## src/rtl/multicycle_ctrl_if.sv

```systemverilog
// Handshake bundle between the multi-cycle controller and the RV32I datapath.
// master = controller side, slave = datapath side.
interface multicycle_ctrl_if #(
  parameter int ALU_CC_W = 4,
  parameter int CNT_W    = 16
);
  logic                run;
  logic [6:0]          opcode;
  logic [6:0]          funct7;
  logic [2:0]          funct3;
  logic                mem_ready;
  logic                ir_write;
  logic                pc_write;
  logic                reg_write;
  logic                mem2reg;
  logic                alu_src;
  logic                mem_write;
  logic                mem_read;
  logic [ALU_CC_W-1:0] alu_cc;
  logic                busy;
  logic                instr_done;
  logic                illegal;
  logic                mem_err;
  logic [CNT_W-1:0]    retired_cnt;

  modport master (
    input  run, opcode, funct7, funct3, mem_ready,
    output ir_write, pc_write, reg_write, mem2reg, alu_src, mem_write, mem_read,
           alu_cc, busy, instr_done, illegal, mem_err, retired_cnt
  );

  modport slave (
    output run, opcode, funct7, funct3, mem_ready,
    input  ir_write, pc_write, reg_write, mem2reg, alu_src, mem_write, mem_read,
           alu_cc, busy, instr_done, illegal, mem_err, retired_cnt
  );
endinterface

```

## src/rtl/multicycle_ctrl.sv

```systemverilog
// Multi-cycle FETCH/DECODE/EXEC/MEM/WB sequencer for the RV32I-subset datapath,
// with memory-timeout trap, illegal-encoding skip and a retired-instruction counter.
module multicycle_ctrl #(
  parameter int ALU_CC_W    = 4,
  parameter int CNT_W       = 16,
  parameter int MEM_TIMEOUT = 15
) (
  input  logic                  clk,
  input  logic                  reset,
  multicycle_ctrl_if.master     bus
);
  localparam logic [6:0] OP_R     = 7'b0110011;
  localparam logic [6:0] OP_I     = 7'b0010011;
  localparam logic [6:0] OP_LOAD  = 7'b0000011;
  localparam logic [6:0] OP_STORE = 7'b0100011;
  localparam logic [6:0] F7_ALT   = 7'b0100000;

  typedef enum logic [2:0] {
    S_IDLE, S_FETCH, S_DECODE, S_EXEC, S_MEM, S_WB, S_HALT
  } state_t;

  state_t           state;
  logic [7:0]       wait_cnt;
  logic [CNT_W-1:0] retired_cnt;
  logic             mem_err;

  logic is_load, is_store, is_mem, legal, retire;
  logic [3:0] cc;

  function automatic logic decode_legal(input logic [6:0] op, input logic [6:0] f7,
                                        input logic [2:0] f3);
    logic ok;
    case (op)
      OP_R:     ok = (f7 == 7'b0000000) ||
                     ((f7 == F7_ALT) && ((f3 == 3'b000) || (f3 == 3'b101)));
      OP_I: begin
        if (f3 == 3'b001)      ok = (f7 == 7'b0000000);
        else if (f3 == 3'b101) ok = (f7 == 7'b0000000) || (f7 == F7_ALT);
        else                   ok = 1'b1;
      end
      OP_LOAD:  ok = 1'b1;
      OP_STORE: ok = 1'b1;
      default:  ok = 1'b0;
    endcase
    return ok;
  endfunction

  // funct7[5] only selects SUB for register-register ops; ADDI ignores it.
  function automatic logic [3:0] decode_cc(input logic [6:0] op, input logic [6:0] f7,
                                           input logic [2:0] f3);
    logic [3:0] c;
    if ((op == OP_LOAD) || (op == OP_STORE)) begin
      c = 4'b0010;
    end else begin
      case (f3)
        3'b000:  c = ((op == OP_R) && f7[5]) ? 4'b0110 : 4'b0010;
        3'b111:  c = 4'b0000;
        3'b110:  c = 4'b0001;
        3'b100:  c = 4'b0011;
        3'b010:  c = 4'b0111;
        3'b011:  c = 4'b1001;
        3'b001:  c = 4'b0100;
        3'b101:  c = f7[5] ? 4'b1000 : 4'b0101;
        default: c = 4'b0000;
      endcase
    end
    return c;
  endfunction

  // Instruction classification from the IR fields
  always_comb begin
    is_load  = (bus.opcode == OP_LOAD);
    is_store = (bus.opcode == OP_STORE);
    is_mem   = is_load || is_store;
    legal    = decode_legal(bus.opcode, bus.funct7, bus.funct3);
    cc       = decode_cc(bus.opcode, bus.funct7, bus.funct3);
    retire   = (state == S_WB) || ((state == S_MEM) && is_store && bus.mem_ready);
  end

  // State, memory wait counter, retired counter and sticky memory error
  always_ff @(posedge clk or negedge reset) begin
    if (!reset) begin
      state       <= S_IDLE;
      wait_cnt    <= 8'd0;
      retired_cnt <= '0;
      mem_err     <= 1'b0;
    end else begin
      if (retire) retired_cnt <= retired_cnt + {{(CNT_W-1){1'b0}}, 1'b1};
      case (state)
        S_IDLE:   if (bus.run) state <= S_FETCH;
        S_FETCH:  state <= S_DECODE;
        S_DECODE: begin
          if (legal)        state <= S_EXEC;
          else if (bus.run) state <= S_FETCH;
          else              state <= S_IDLE;
        end
        S_EXEC: begin
          wait_cnt <= 8'd0;
          state    <= is_mem ? S_MEM : S_WB;
        end
        // A ready arriving in the last allowed cycle takes priority over the timeout.
        S_MEM: begin
          if (bus.mem_ready) begin
            if (is_load)      state <= S_WB;
            else if (bus.run) state <= S_FETCH;
            else              state <= S_IDLE;
          end else if (wait_cnt == 8'(MEM_TIMEOUT - 1)) begin
            state   <= S_HALT;
            mem_err <= 1'b1;
          end else begin
            wait_cnt <= wait_cnt + 8'd1;
          end
        end
        S_WB:     state <= bus.run ? S_FETCH : S_IDLE;
        S_HALT:   state <= S_HALT;
        default:  state <= S_IDLE;
      endcase
    end
  end

  // Moore strobe decode from state and IR fields
  always_comb begin
    bus.ir_write   = 1'b0;
    bus.pc_write   = 1'b0;
    bus.reg_write  = 1'b0;
    bus.mem2reg    = 1'b0;
    bus.alu_src    = 1'b0;
    bus.mem_write  = 1'b0;
    bus.mem_read   = 1'b0;
    bus.alu_cc     = '0;
    bus.illegal    = 1'b0;
    case (state)
      S_FETCH:  bus.ir_write = 1'b1;
      S_DECODE: begin
        if (!legal) begin
          bus.illegal  = 1'b1;
          bus.pc_write = 1'b1;
        end else begin
          bus.illegal  = 1'b0;
        end
      end
      S_EXEC: begin
        bus.alu_cc  = ALU_CC_W'(cc);
        bus.alu_src = (bus.opcode != OP_R);
      end
      S_MEM: begin
        bus.alu_cc    = ALU_CC_W'(cc);
        bus.alu_src   = 1'b1;
        bus.mem_read  = is_load;
        bus.mem_write = is_store;
        bus.pc_write  = retire;
      end
      S_WB: begin
        bus.alu_cc    = ALU_CC_W'(cc);
        bus.alu_src   = (bus.opcode != OP_R);
        bus.reg_write = 1'b1;
        bus.mem2reg   = is_load;
        bus.pc_write  = 1'b1;
      end
      default: bus.alu_cc = '0;
    endcase
    bus.instr_done  = retire;
    bus.busy        = (state != S_IDLE) && (state != S_HALT);
    bus.mem_err     = mem_err;
    bus.retired_cnt = retired_cnt;
  end
endmodule

```

## src/flat_wrapper.sv

```systemverilog
// flat-port wrapper written by rule: the top's interface ports become plain ports
module multicycle_ctrl_flat 
#(
  parameter int ALU_CC_W    = 4,
  parameter int CNT_W       = 16,
  parameter int MEM_TIMEOUT = 15
)
  (clk, reset, bus_run, bus_opcode, bus_funct7, bus_funct3, bus_mem_ready, bus_ir_write, bus_pc_write, bus_reg_write, bus_mem2reg, bus_alu_src, bus_mem_write, bus_mem_read, bus_alu_cc, bus_busy, bus_instr_done, bus_illegal, bus_mem_err, bus_retired_cnt);
  multicycle_ctrl_if #(.ALU_CC_W(ALU_CC_W), .CNT_W(CNT_W)) bus_i ();
  input  logic clk;
  input  logic reset;
  input wire logic [$bits(bus_i.run)-1:0] bus_run;
  input wire logic [$bits(bus_i.opcode)-1:0] bus_opcode;
  input wire logic [$bits(bus_i.funct7)-1:0] bus_funct7;
  input wire logic [$bits(bus_i.funct3)-1:0] bus_funct3;
  input wire logic [$bits(bus_i.mem_ready)-1:0] bus_mem_ready;
  output wire logic [$bits(bus_i.ir_write)-1:0] bus_ir_write;
  output wire logic [$bits(bus_i.pc_write)-1:0] bus_pc_write;
  output wire logic [$bits(bus_i.reg_write)-1:0] bus_reg_write;
  output wire logic [$bits(bus_i.mem2reg)-1:0] bus_mem2reg;
  output wire logic [$bits(bus_i.alu_src)-1:0] bus_alu_src;
  output wire logic [$bits(bus_i.mem_write)-1:0] bus_mem_write;
  output wire logic [$bits(bus_i.mem_read)-1:0] bus_mem_read;
  output wire logic [$bits(bus_i.alu_cc)-1:0] bus_alu_cc;
  output wire logic [$bits(bus_i.busy)-1:0] bus_busy;
  output wire logic [$bits(bus_i.instr_done)-1:0] bus_instr_done;
  output wire logic [$bits(bus_i.illegal)-1:0] bus_illegal;
  output wire logic [$bits(bus_i.mem_err)-1:0] bus_mem_err;
  output wire logic [$bits(bus_i.retired_cnt)-1:0] bus_retired_cnt;
  assign bus_i.run = bus_run;
  assign bus_i.opcode = bus_opcode;
  assign bus_i.funct7 = bus_funct7;
  assign bus_i.funct3 = bus_funct3;
  assign bus_i.mem_ready = bus_mem_ready;
  assign bus_ir_write = bus_i.ir_write;
  assign bus_pc_write = bus_i.pc_write;
  assign bus_reg_write = bus_i.reg_write;
  assign bus_mem2reg = bus_i.mem2reg;
  assign bus_alu_src = bus_i.alu_src;
  assign bus_mem_write = bus_i.mem_write;
  assign bus_mem_read = bus_i.mem_read;
  assign bus_alu_cc = bus_i.alu_cc;
  assign bus_busy = bus_i.busy;
  assign bus_instr_done = bus_i.instr_done;
  assign bus_illegal = bus_i.illegal;
  assign bus_mem_err = bus_i.mem_err;
  assign bus_retired_cnt = bus_i.retired_cnt;
  multicycle_ctrl #(.ALU_CC_W(ALU_CC_W), .CNT_W(CNT_W), .MEM_TIMEOUT(MEM_TIMEOUT)) u_core (.clk(clk), .reset(reset), .bus(bus_i));
endmodule
```

## config.mk

```make
export PLATFORM = sky130hd
export DESIGN_NAME = multicycle_ctrl_flat
export DESIGN_NICKNAME = d
export VERILOG_FILES = /design/src/rtl/multicycle_ctrl_if.sv /design/src/rtl/multicycle_ctrl.sv /design/src/flat_wrapper.sv
export SDC_FILE = /design/constraint.sdc
export NUM_CORES = 1
export LEC_CHECK = 0
export CAP_MARGIN = 10
export CORE_AREA = 3 3 74 76
export DETAILED_ROUTE_END_ITERATION = 6
export DIE_AREA = 0 0 77 79
export PLACE_DENSITY = 0.67
export SLEW_MARGIN = 5
export SYNTH_ARGS = -nofsm -noshare
export SYNTH_HDL_FRONTEND = slang
export SYNTH_SLANG_ARGS = --single-unit
```

## constraint.sdc

```tcl
create_clock -name clk -period 2 [get_ports clk]
set_input_delay 0.4 -clock clk [delete_from_list [all_inputs] [get_ports clk]]
set_output_delay 0.4 -clock clk [all_outputs]
set_load 0.01 [all_outputs]
```

## After elaboration in Yosys (flattened, before gate mapping)

Index checks and enable logic that the tools add are counted.

- Register bits: 28
- Output and inout bits: 31
- Word-level logic and storage cells: 81
- Input bits: 21

- Reductions and logical operators: 21
- Eq/ne operators: 25
- Bitwise gates (word level): 1
- Add/subtract/negate cells: 2
- Muxes and demuxes: 28

Operator list:

| cell | count |
|---|---|
| $pmux W4 S8 | 1 |
| $eq A3 B3 Y1 const B | 7 |
| $eq A7 B6 Y1 const B | 3 |
| $pmux W3 S7 | 1 |
| $mux W3 | 6 |
| $add A16 B1 Y16 const B | 1 |
| $mux W8 | 2 |
| $pmux W8 S2 | 1 |
| $eq A3 B2 Y1 const B | 4 |
| $mux W4 | 3 |
| $mux W1 | 11 |
| $add A8 B1 Y8 const B | 1 |
| $eq A8 B4 Y1 const B | 1 |
| $eq A7 B2 Y1 const B | 1 |
| $eq A7 B5 Y1 const B | 1 |
| $logic_not A7 Y1 | 1 |
| $ne A7 B6 Y1 const B | 1 |
| $eq A3 B1 Y1 const B | 2 |
| $logic_not A3 Y1 | 2 |
| $ne A2 B2 Y1 const B | 3 |
| $ne A3 B3 Y1 const B | 2 |
| $pmux W1 S3 | 2 |
| $reduce_and A3 Y1 | 2 |
| $logic_and A1 B1 Y1 | 5 |
| other kinds (8) | 13 |

## Depth between registers and ports, before layout

- Word-level depth: 7
- Depth in mapped cells: 8

## Worst setup path before layout

No wires, ideal clock.

- Kind: input to output
- Start point: input port bus_funct7[3]
- End point: output port bus_pc_write
- Arrival time: 1.547 ns
- Slack: 0.053 ns
- Stages on the path: 5
- Cells stage by stage: or4_1 -> nor3_1 -> o21ai_0 -> o21a_1 -> nand2b_1

- Cells in the longest elaborated chain, start to end: 7
- Elaborated cells between the ends (all ways): 10
- Those cells by class: eq/ne (1); mux (5); reduce/logical (4)

Ends and longest elaborated chain:

| what | line | text |
|---|---|---|
| from (decl) | flat_wrapper.sv:14 | `input wire logic [$bits(bus_i.funct7)-1:0] bus_funct7;` |
| $eq A7 B6 Y1 / $logic_not A7 Y1 (equally long branches) | n/a |  |
| $logic_or A1 B1 Y1 | multicycle_ctrl.sv:38 | `else if (f3 == 3'b101) ok = (f7 == 7'b0000000) \|\| (f7 == F7_ALT);` |
| $mux W1 | multicycle_ctrl.sv:38 |  |
| $mux W1 | multicycle_ctrl.sv:37 | `if (f3 == 3'b001) ok = (f7 == 7'b0000000);` |
| $pmux W1 S3 * | multicycle_ctrl.sv:33 | `case (op)` |
| $mux W1 * | multicycle_ctrl.sv:135 | `if (!legal) begin` |
| $pmux W1 S3 * | multicycle_ctrl.sv:132 | `case (state)` |
| to (decl) | flat_wrapper.sv:18 | `output wire logic [$bits(bus_i.pc_write)-1:0] bus_pc_write;` |

Mark *: on every way between the ends. The rest lies on a longest branch, timed or not.

## Final worst setup path

- Start point: input port bus_funct7[4]
- End point: output port bus_pc_write

Same word-level chain as after synthesis.

==> metrics.cfg <==
[status]
outcome=complete, but fails checks
violations=negative setup slack

[route]
drc=0
vias=1681
ant_nets=0
dr.first_iter.drc_count=71
via_per_inst=4.93
wl_per_cell_um=13.1
drtPass1Iterations=5
drt_wl_total_um=4460

[die]
die-width_um=77
core-area_um2=4790
die_area_um2=6080
start_util_pct=34.9
pin_count=52
rows=25
die_y_um=79

[sta]
fmax_ghz=0.483
setup_viol=2
finalCritPeriodShare_pct=104
fin_setup_tns_ps=-117
rsz0062_at_grt=true
fin_crit_ps=2070
slew_violations=0
worstMarginPinSlew_ps=442
fin_ws_ps=-71.5
fin_skew_ps=2.54
finalHoldViolCount=0
max_slew_margin_pct=70.5

[global_route]
grt_max_degree=29
track_usage_pct=15.6
grt_pass1_wl_um=7760
grt_pass1_vias=1713
antenna_found_initial=0
grt-ovfl-total=0

[power_and_ir_drop]
ir_drop_v=0.000492
p_switching_mw=0.784
seqPwrFrac_pct=32.5
sw_frac_of_total_pct=34.2
p_int_mw=1.51
p_per_area_nw_per_um2=852
total_power_mw=2.29
power.leakage_nw=1.31
clkPwrFrac_pct=19.7
comb_power_share_pct=47.8

[cells_and_area]
layout_common_cells=buf_4 (42), dfrtp_1 (28), clkdlybuf4s50_1 (21)
drive_gt1_share_pct=31.4
n_fill_cell=428
syn2layout_area_growth_pct=61.0
final_common_cell=buf_4
num_antenna_cells=0
fin_nets=299

[worst_hold_path]
holdPathStages=2
worstHoldStart=u_core.bus.mem_err
min_path_type=flip-flop to flip-flop

[clock_tree]
cts-buffers-inserted=3
cts_root_buf=clkbuf_8
cts_tree=yes
clockBufferDepth=2
ctsHoldBuffers=0
cts-htree-levels=1
clkLatencyLatePin_ps=280
cts_sinks=28
clkTransAtPathRegs_ps=100

[critical_path]
timing.rr.start=u_core.wait_cnt[0]
endpoint_kind=output port
r2r_end=u_core.state[0]
cp_max_fo=2
cp.required_ps=1600
crit_type=input port to output port
r2r_slack_ps=40
ff2ff_path_depth=7
worstSetupStartpointType=input port
arrival_ps=1670
crit_path_start=bus_funct7[4]
crit_end=bus_pc_write

[logic_synthesis]
syn_inst=183
synth_nets=207
synth-seq-cells=28
syn_area_per_cell_um2=9.13
synthDistinctLibCells=40
ys_seq_area_share_pct=41.9
ys.warnings.count=0
netlist_area_um2=1670

[job]
maxCapViolCount=0

[place]
dpl.hpwl_um=3380
port-buffer-count=51
globalplace.congestion=0.763

==> state kept, by name, indices dropped and copies added, names as in the netlist <==
| name | count |
|---|---|
| u_core.bus.mem_err | 1 |
| u_core.bus.retired_cnt | 16 |
| u_core.state | 3 |
| u_core.wait_cnt | 8 |
==> worst max-delay path, stage by stage <==
cell      delay (ps)
buf_6             90
or4_4            520
nor3_2           110
o21ai_1          100
o21a_1           190
nand2b_1         130
buf_2            140
==> cell type report <==
class / instances / area (µm²) / area share (%)
Clock buffer: 3 / 41.3 / 1.54
Clock inverter: 1 / 30.0 / 1.12
Inverter: 5 / 18.8 / 0.698
Multi-Input combinational cell: 143 / 1020 / 37.9
Timing Repair Buffer: 94 / 796 / 29.6
Sequential cell: 28 / 701 / 26.1
Tap cell: 67 / 83.8 / 3.12
==> power by group through the flow <==
stage	Sequential (mW)	Combinational [mW]	Clock, mW
floorplan	0.739	0.512	0
global placement	0.750	1.04	0
detailed placement	0.753	1.05	0
CTS	0.743	1.05	0.460
global route	0.759	1.20	0.489
finish	0.745	1.09	0.451
==> cells by family after synthesis <==
group           share of synthesized area, %
flops                                   41.9
mux                                     2.40
xor+xnor                                11.0
simple gates                            28.0
buf+inv                                 3.75
fa+ha+maj                               2.25
compound gates                          10.6
==> Yosys cell counts <==
cell type,number,area [µm²]
dfrtp_1,28,701
nand2_1,22,82.6
nor2_1,15,56.3
xor2_1,14,123
nand3_1,9,45.0
nor3_1,8,40.0
o21ai_0,8,40.0
xnor2_1,7,61.3
nand4_1,6,37.5
nor3b_1,6,45.0
inv_1,5,18.8
mux2i_1,4,40.0
nor4_1,4,25.0
a21oi_1,3,15.0
and3_1,3,18.8
clkbuf_1,3,11.3
ha_1,3,37.5
nand2b_1,3,18.8
nor2b_1,3,18.8
a21o_1,2,15.0
a22oi_1,2,15.0
and2_1,2,12.5
buf_2,2,10.0
buf_6,2,22.5
o21a_1,2,15.0
o31a_1,2,17.5
o31ai_1,2,15.0
a21boi_0,1,7.51
a311oi_1,1,8.76
a41o_1,1,10.0
a41oi_1,1,8.76
and2b_1,1,7.51
and3b_1,1,8.76
nand3b_1,1,7.51
o21ba_1,1,10.0
or2_2,1,6.26
or3_1,1,6.26
or4_1,1,7.51
or4b_1,1,10.0
or4b_4,1,13.8
==> routing by layer <==
layer | global-route usage, % | routed length, µm
met2 | 27.8 | 2280
met3 | 3.17 | 175
met4 | 3.20 | 44
met5 | 0 | 0
met1 | 19.6 | 1960
==> repair_timing <==
item | in CTS | in global routing
endpoints found under the setup margin | 18 | 21
pin swaps | 11 | 13
setup buffers | 5 | 1
resized for setup | 73 | 38
gates cloned | 0 | 0
==> worst min path at each step <==
| stage | to |
|---|---|
| 2_1_floorplan | u_core.bus.mem_err |
| 3_3_place_gp | u_core.bus.retired_cnt[15] |
| 3_5_place_dp | u_core.bus.mem_err |
| 4_1_cts | u_core.bus.retired_cnt[15] |
| 5_1_grt | u_core.bus.retired_cnt[13] |
| 6_report | u_core.bus.mem_err |
==> stage by stage <==
step                setup WS (ps)  utilization, %  instances  instance area (µm²)  hold WS [ps]
CTS                          -164            54.6        340                 2610           481
floorplan                    53.0               -        183                 1670           104
detailed placement           -801            52.2        331                 2500           459
global route                 -121            56.2        341                 2690           511
finish                      -71.5            56.2        341                 2690           474
global placement             -772            52.2        331                 2500           460
Power figures use the tool's default switching activity.
